$ cat src/rtl/serial_adder_pkg.sv
// Shared types and width limits for the serial adder/subtractor.
package serial_adder_pkg;

  typedef enum logic [1:0] {
    IDLE = 2'd0,
    RUN  = 2'd1,
    DONE = 2'd2
  } state_t;

  localparam int MIN_WIDTH = 2;
  localparam int MAX_WIDTH = 64;

endpackage

$ cat src/rtl/fa_cell.sv
// Combinational 1-bit full adder: the single arithmetic slice of the serial adder.
module fa_cell (
  input  logic a,
  input  logic b,
  input  logic ci,
  output logic s,
  output logic co
);

  assign s  = a ^ b ^ ci;
  assign co = (a & b) | (a & ci) | (b & ci);

endmodule

$ cat src/rtl/serial_adder_n.sv
// LSB-first serial adder, one bit per clock, with start/busy/done handshake.
// Define SERADD_SUB_EN to add the sub port (a - b - cin via inverted B and carry).
module serial_adder_n
  import serial_adder_pkg::*;
#(
  parameter  int WIDTH = 8,
  localparam int CW    = $clog2(WIDTH)
) (
  input  logic             clk,
  input  logic             rst,
  input  logic             start,
  input  logic [WIDTH-1:0] a,
  input  logic [WIDTH-1:0] b,
  input  logic             cin,
`ifdef SERADD_SUB_EN
  input  logic             sub,
`endif
  output logic             busy,
  output logic             done,
  output logic [WIDTH-1:0] sum,
  output logic             cout,
  output logic             ovf,
  output logic [CW-1:0]    bit_idx
);

  generate
    if (WIDTH < MIN_WIDTH || WIDTH > MAX_WIDTH) begin : g_bad_width
      $error("serial_adder_n: WIDTH must be within 2..64");
    end
  endgenerate

  state_t           state_reg;
  logic [WIDTH-1:0] opa_reg;
  logic [WIDTH-1:0] opb_reg;
  logic [WIDTH-1:0] acc_reg;
  logic [WIDTH-1:0] sum_reg;
  logic             carry_reg;
  logic             cout_reg;
  logic             ovf_reg;
  logic [CW-1:0]    idx_reg;

  logic             s_bit;
  logic             c_bit;
  logic             accept;
  logic             last_bit;
  logic [WIDTH-1:0] opb_load;
  logic             carry_load;

`ifdef SERADD_SUB_EN
  assign opb_load   = sub ? ~b : b;
  assign carry_load = cin ^ sub;
`else
  assign opb_load   = b;
  assign carry_load = cin;
`endif

  fa_cell u_fa (
    .a  (opa_reg[0]),
    .b  (opb_reg[0]),
    .ci (carry_reg),
    .s  (s_bit),
    .co (c_bit)
  );

  // A start seen during RUN is dropped, never queued.
  assign accept   = start && (state_reg != RUN);
  assign last_bit = (idx_reg == CW'(WIDTH - 1));

  always_ff @(posedge clk) begin
    if (rst) begin
      state_reg <= IDLE;
      opa_reg   <= '0;
      opb_reg   <= '0;
      acc_reg   <= '0;
      sum_reg   <= '0;
      carry_reg <= 1'b0;
      cout_reg  <= 1'b0;
      ovf_reg   <= 1'b0;
      idx_reg   <= '0;
    end else begin
      unique case (state_reg)
        RUN: begin
          acc_reg   <= {s_bit, acc_reg[WIDTH-1:1]};
          opa_reg   <= opa_reg >> 1;
          opb_reg   <= opb_reg >> 1;
          carry_reg <= c_bit;
          if (last_bit) begin
            // carry_reg here is the carry into the MSB, so ovf is its XOR with carry-out.
            sum_reg   <= {s_bit, acc_reg[WIDTH-1:1]};
            cout_reg  <= c_bit;
            ovf_reg   <= carry_reg ^ c_bit;
            idx_reg   <= '0;
            state_reg <= DONE;
          end else begin
            idx_reg <= idx_reg + CW'(1);
          end
        end
        default: begin
          if (accept) begin
            opa_reg   <= a;
            opb_reg   <= opb_load;
            carry_reg <= carry_load;
            acc_reg   <= '0;
            idx_reg   <= '0;
            state_reg <= RUN;
          end else begin
            state_reg <= IDLE;
          end
        end
      endcase
    end
  end

  assign busy    = (state_reg == RUN);
  assign done    = (state_reg == DONE);
  assign sum     = sum_reg;
  assign cout    = cout_reg;
  assign ovf     = ovf_reg;
  assign bit_idx = idx_reg;

endmodule

$ cat config.mk
export PLATFORM = sky130hd
export DESIGN_NAME = serial_adder_n
export DESIGN_NICKNAME = d
export VERILOG_FILES = /design/src/rtl/serial_adder_pkg.sv /design/src/rtl/fa_cell.sv /design/src/rtl/serial_adder_n.sv
export SDC_FILE = /design/constraint.sdc
export NUM_CORES = 1
export LEC_CHECK = 0
export CAP_MARGIN = 20
export CORE_AREA = 2 2 61 63
export DETAILED_ROUTE_END_ITERATION = 7
export DIE_AREA = 0 0 63 65
export GPL_ROUTABILITY_DRIVEN = 1
export PLACE_DENSITY = 0.77
export SKIP_LAST_GASP = 1
export SYNTH_ARGS = -nofsm -noshare
export SYNTH_HDL_FRONTEND = slang
export SYNTH_HIERARCHICAL = 1
export SYNTH_SLANG_ARGS = --single-unit
$ cat constraint.sdc
create_clock -name clk -period 1.85 [get_ports clk]
set_input_delay 0.4625 -clock clk [delete_from_list [all_inputs] [get_ports clk]]
set_output_delay 0.4625 -clock clk [all_outputs]
set_load 0.01 [all_outputs]
* After elaboration in Yosys (flattened, before gate mapping)
Index checks and enable logic that the tools add are counted.
Operators by class: add/subtract/negate cells 1, equality and inequality tests 5, mux-type cells 14, bitwise operators 8, reduce and logical (&&, ||, !) cells 4
Operator list (number):
- 2-to-1 mux 7 bit | 4
- 2-to-1 mux 8 bit | 2
- 2-to-1 mux 3 bit | 3
- 2-to-1 mux 2 bit | 2
- inequality test 2 x 1 -> 1 bit (second input constant) | 2
- adder 3 x 1 -> 3 bit (second input constant) | 1
- AND 1 bit | 3
- == test 3 bit (second input constant) | 1
- 2-to-1 mux 1 bit | 3
- XOR 1 bit | 3
- == test 2 x 1 -> 1 bit (second input constant) | 1
- == test 2 bit (second input constant) | 1
- OR 1 bit | 2
- AND reduction 2 bit | 1
- nonzero test 2 bit | 1
- OR reduction 2 bit | 1
- logical AND 1 bit | 1
Storage, ports and cells: flip-flop bits (word level) 40, bits of input ports 20, output and inout bits 15, word-level logic and storage cells 43

* Logic depth before layout (Yosys ltp)
depth after elaboration 4, gate-level depth with buffers 6

* Cells and area by module
Netlist, hierarchy kept.
By module, submodules not included:
- serial_adder_n | instances 1, cells an instance 189, area an instance 1651.6 sq um, sequential area each 780.7 sq um
- fa_cell | instances 1, cells an instance 1, area an instance 20.0 sq um, sequential area each 0.0 sq um

* Worst setup path before layout
Ideal clock, no wire load.
path type reg-to-reg, start point reg idx_reg[0], in the netlist bit_idx[0], end point reg ovf_reg, in the netlist ovf, setup time 0.086 ns, data arrival time 1.254 ns, data required time 1.764 ns, setup slack 0.510 ns, stages on the path, launching flop included 6, cells stage by stage dfxtp_1 ha_1 ha_1 and3b_1 buf_2 a211oi_1
On the way: word-level cells in the longest chain between the ends 2
RTL lines:
- start, declared | RTL line serial_adder_n.sv:40 | logic [CW-1:0] idx_reg;
- start signal, assigned | RTL line serial_adder_n.sv:95 | idx_reg <= idx_reg + CW'(1);
- == test 3 bit | RTL line serial_adder_n.sv:67 | assign last_bit = (idx_reg == CW'(WIDTH - 1));
- AND reduction 2 bit (no line)
- end signal, assigned | RTL line serial_adder_n.sv:91 | ovf_reg <= carry_reg ^ c_bit;
- end, declared | RTL line serial_adder_n.sv:39 | logic ovf_reg;
Every way passes these cells. A chain may end at the register's enable or synchronous reset.

* Worst setup path after layout
start point reg idx_reg[0], in the netlist bit_idx[0], end point out bit_idx[0]
RTL lines:
- end, declared | RTL line serial_adder_n.sv:23 | output logic [CW-1:0] bit_idx
No word-level cell between the ends.

==> results.json <==
{
  "reg2reg_slack_ns": 0.32,
  "cp_slowest_stage_delay_ns": 0.56,
  "post-route-util_pct": 60.7,
  "drive_gt1_share_pct": 15.2,
  "crit_type": "reg -> out",
  "h-tree-depth": 2,
  "path_cells": "clkdlybuf4s50_1",
  "path_buf_inv": 1,
  "antenna_found_initial": 0,
  "clk_latency_ns": 0.34,
  "p_comb_share_pct": 13.6,
  "netlist_top_cells_area": "dfxtp_1 47%, nand2_1 9.7%, a21oi_1 7.8%",
  "antenna-diode-count": 0,
  "cp_max_fo": 4,
  "grt_overflow_total": 0,
  "gp_congestion": 0.784,
  "ys_seq_elements": 39,
  "dr.pass1.iters": 4,
  "tightest_slew_ns": 0.430,
  "ios": 35,
  "hold_viol_final": 0,
  "crit_required_ns": 1.39,
  "root_buffer": "clkbuf_4",
  "skew_ns": 0.00526,
  "netlist_area_mm2": 0.00167,
  "yosys.area.top_type": "dfxtp_1",
  "cts_buffers": 5,
  "power_density_mw_per_mm2": 819,
  "grt_setup_unrepaired": "no",
  "leakage_uw": 0.000777,
  "hold_path.class": "reg -> reg",
  "finalHoldWorstSlack_ns": 0.460,
  "place_ws_ns": 0.246,
  "cts_buffer_depth": 2,
  "areaGrowthSynthToFinish_pct": 26.9,
  "fillers": 325,
  "rows": 22,
  "grt_max_degree": 40,
  "yosysWarnings": 6,
  "cts_tree": "yes",
  "critPathLaunchType": "flop",
  "seq_area_um2": 783,
  "synth_top_cell_area_share_pct": 46.7,
  "max-slew-margin-rel_pct": 71.2,
  "yosysSeqAreaShare_pct": 46.7,
  "syn-num-nets": 213,
  "via_per_inst": 5.06,
  "cpMaxStageDelayCell": "clkdlybuf4s50_1",
  "status": "complete, no violations",
  "crit_family": "buffers and inverters",
  "hold_buffers": 0,
  "syn-instance-count": 190,
  "stdcell_count": 271,
  "p_int_uw": 1310,
  "dieArea_mm2": 0.00410,
  "p_sw_uw": 425,
  "core_mm2": 0.00350,
  "p_clk_share_pct": 34.3,
  "p_sw_share_pct": 24.4,
  "multi_input_area_um2": 776,
  "path_clk_slew_ns": 0.11,
  "finalMaxSlewViolations": 0,
  "fin_crit_sh_pct": 94.4,
  "die_height_um": 65,
  "drt-total-wl_um": 3180,
  "grt_usage_pct": 16.9,
  "pwr-share-seq_pct": 52.1,
  "grt_pass1_vias": 1255,
  "syn_area_per_cell_um2": 8.80,
  "die_w_um": 63,
  "setup_slack_ns": 0.103,
  "route.detailed.drc": 0,
  "start_util_pct": 47.8,
  "crit_path_end_kind": "primary output",
  "cts.sinks": 39,
  "tns_ns": 0,
  "port_buffers": 34,
  "period_needed_ns": 1.75,
  "nets": 245,
  "max-cap-violations": 0,
  "hpwl_um": 2030,
  "drt_iter0_drc": 76,
  "ys_types": 26,
  "ir_drop_mv": 0.380,
  "arrival_ns": 1.28,
  "place_inst": 263,
  "grt_pass1_wl_um": 5490,
  "avgRoutedWirePerCell_um": 11.7,
  "postRouteAntennaNets": 0,
  "vias": 1372,
  "cts_setup_buffers": 0,
  "fmax_mhz": 572,
  "setup_viol": 0
}
==> kinds of logic after synthesis <==
group / synth area share [%]
DFF: 46.7
buffers and inverters: 7.33
muxes: 1.20
adders and majority gates: 2.69
AOI/OAI and AO/OA: 21.9
xor gates and xnor gates: 0.524
and+or+nand+nor: 19.6
==> final cells by class <==
cell class	count	area share, %
timing repair buffer	39	18.9
tap	48	2.83
sequential	39	36.9
multi-input combinational	135	36.6
inverter	2	0.708
clock buffer	6	2.42
clock inverter	2	1.65
==> routing by layer <==
metal	global-route usage (%)	vias to the layer above	routed length (um)
li1	-	713	-
met1	19.6	634	1400
met2	30.1	20	1630
met3	3.30	5	119
met4	7.50	0	39
met5	0	-	0
==> cell usage in the layout, fill, tap and decap left out, types with 2 or more instances in the layout <==
cell / n
nand2_1: 43
dfxtp_1: 37
clkdlybuf4s50_1: 32
a21oi_1: 26
nor2_1: 18
nand3_1: 9
a21oi_2: 8
a211oi_2: 8
a211oi_1: 8
clkbuf_4: 5
buf_4: 3
mux2i_1: 2
nor3_1: 2
ha_1: 2
dlygate4sd2_1: 2
buf_12: 2
dfxtp_2: 2
==> per-stage QoR <==
stage | area (um2) | total power, uW
after floorplan | 1670 | 1090
after global placement | 2030 | 1160
after detailed placement | 2030 | 1160
after CTS | 2120 | 1750
after global routing | 2120 | 1810
final | 2120 | 1740
==> synthesized netlist by cell type <==
cell	number
a211oi_1	8
a211oi_2	8
a21oi_1	26
a21oi_2	8
a31oi_1	1
and3b_1	1
buf_12	1
buf_2	4
buf_4	3
buf_6	3
clkbuf_1	3
dfxtp_1	39
fa_1	1
ha_1	2
inv_2	1
inv_8	1
mux2i_1	2
nand2_1	43
nand2b_1	2
nand3_1	9
nand3b_1	1
nor2_1	18
nor2b_1	1
nor3_1	2
nor4b_1	1
xnor2_1	1
==> what timing repair did <==
action,in CTS,in global routing
endpoints found under the hold margin,0,0
endpoints found under the setup margin,2,0
resized for setup,6,0
==> path summary, 6_finish.rpt <==
path                                              start                   to  cells past startpoint
worst max register to register  bit_idx[0]$_SDFFE_PP0P_     ovf$_SDFFE_PP0P_                      5
worst min-delay path                sum[3]$_SDFFE_PP0P_  sum[3]$_SDFFE_PP0P_                      2
worst min register to register      sum[3]$_SDFFE_PP0P_  sum[3]$_SDFFE_PP0P_                      2
worst max-delay path            bit_idx[0]$_SDFFE_PP0P_           bit_idx[0]                      1
==> power by group through the flow <==
| stage | clock, uW | combinational (uW) | sequential, uW |
|---|---|---|---|
| final | 596 | 236 | 906 |
| after global routing | 637 | 264 | 912 |
| after CTS | 609 | 238 | 906 |
| after detailed placement | 0 | 238 | 924 |
| after global placement | 0 | 235 | 923 |
| after floorplan | 0 | 171 | 920 |
Note: power is estimated with default switching activity, not from simulation.
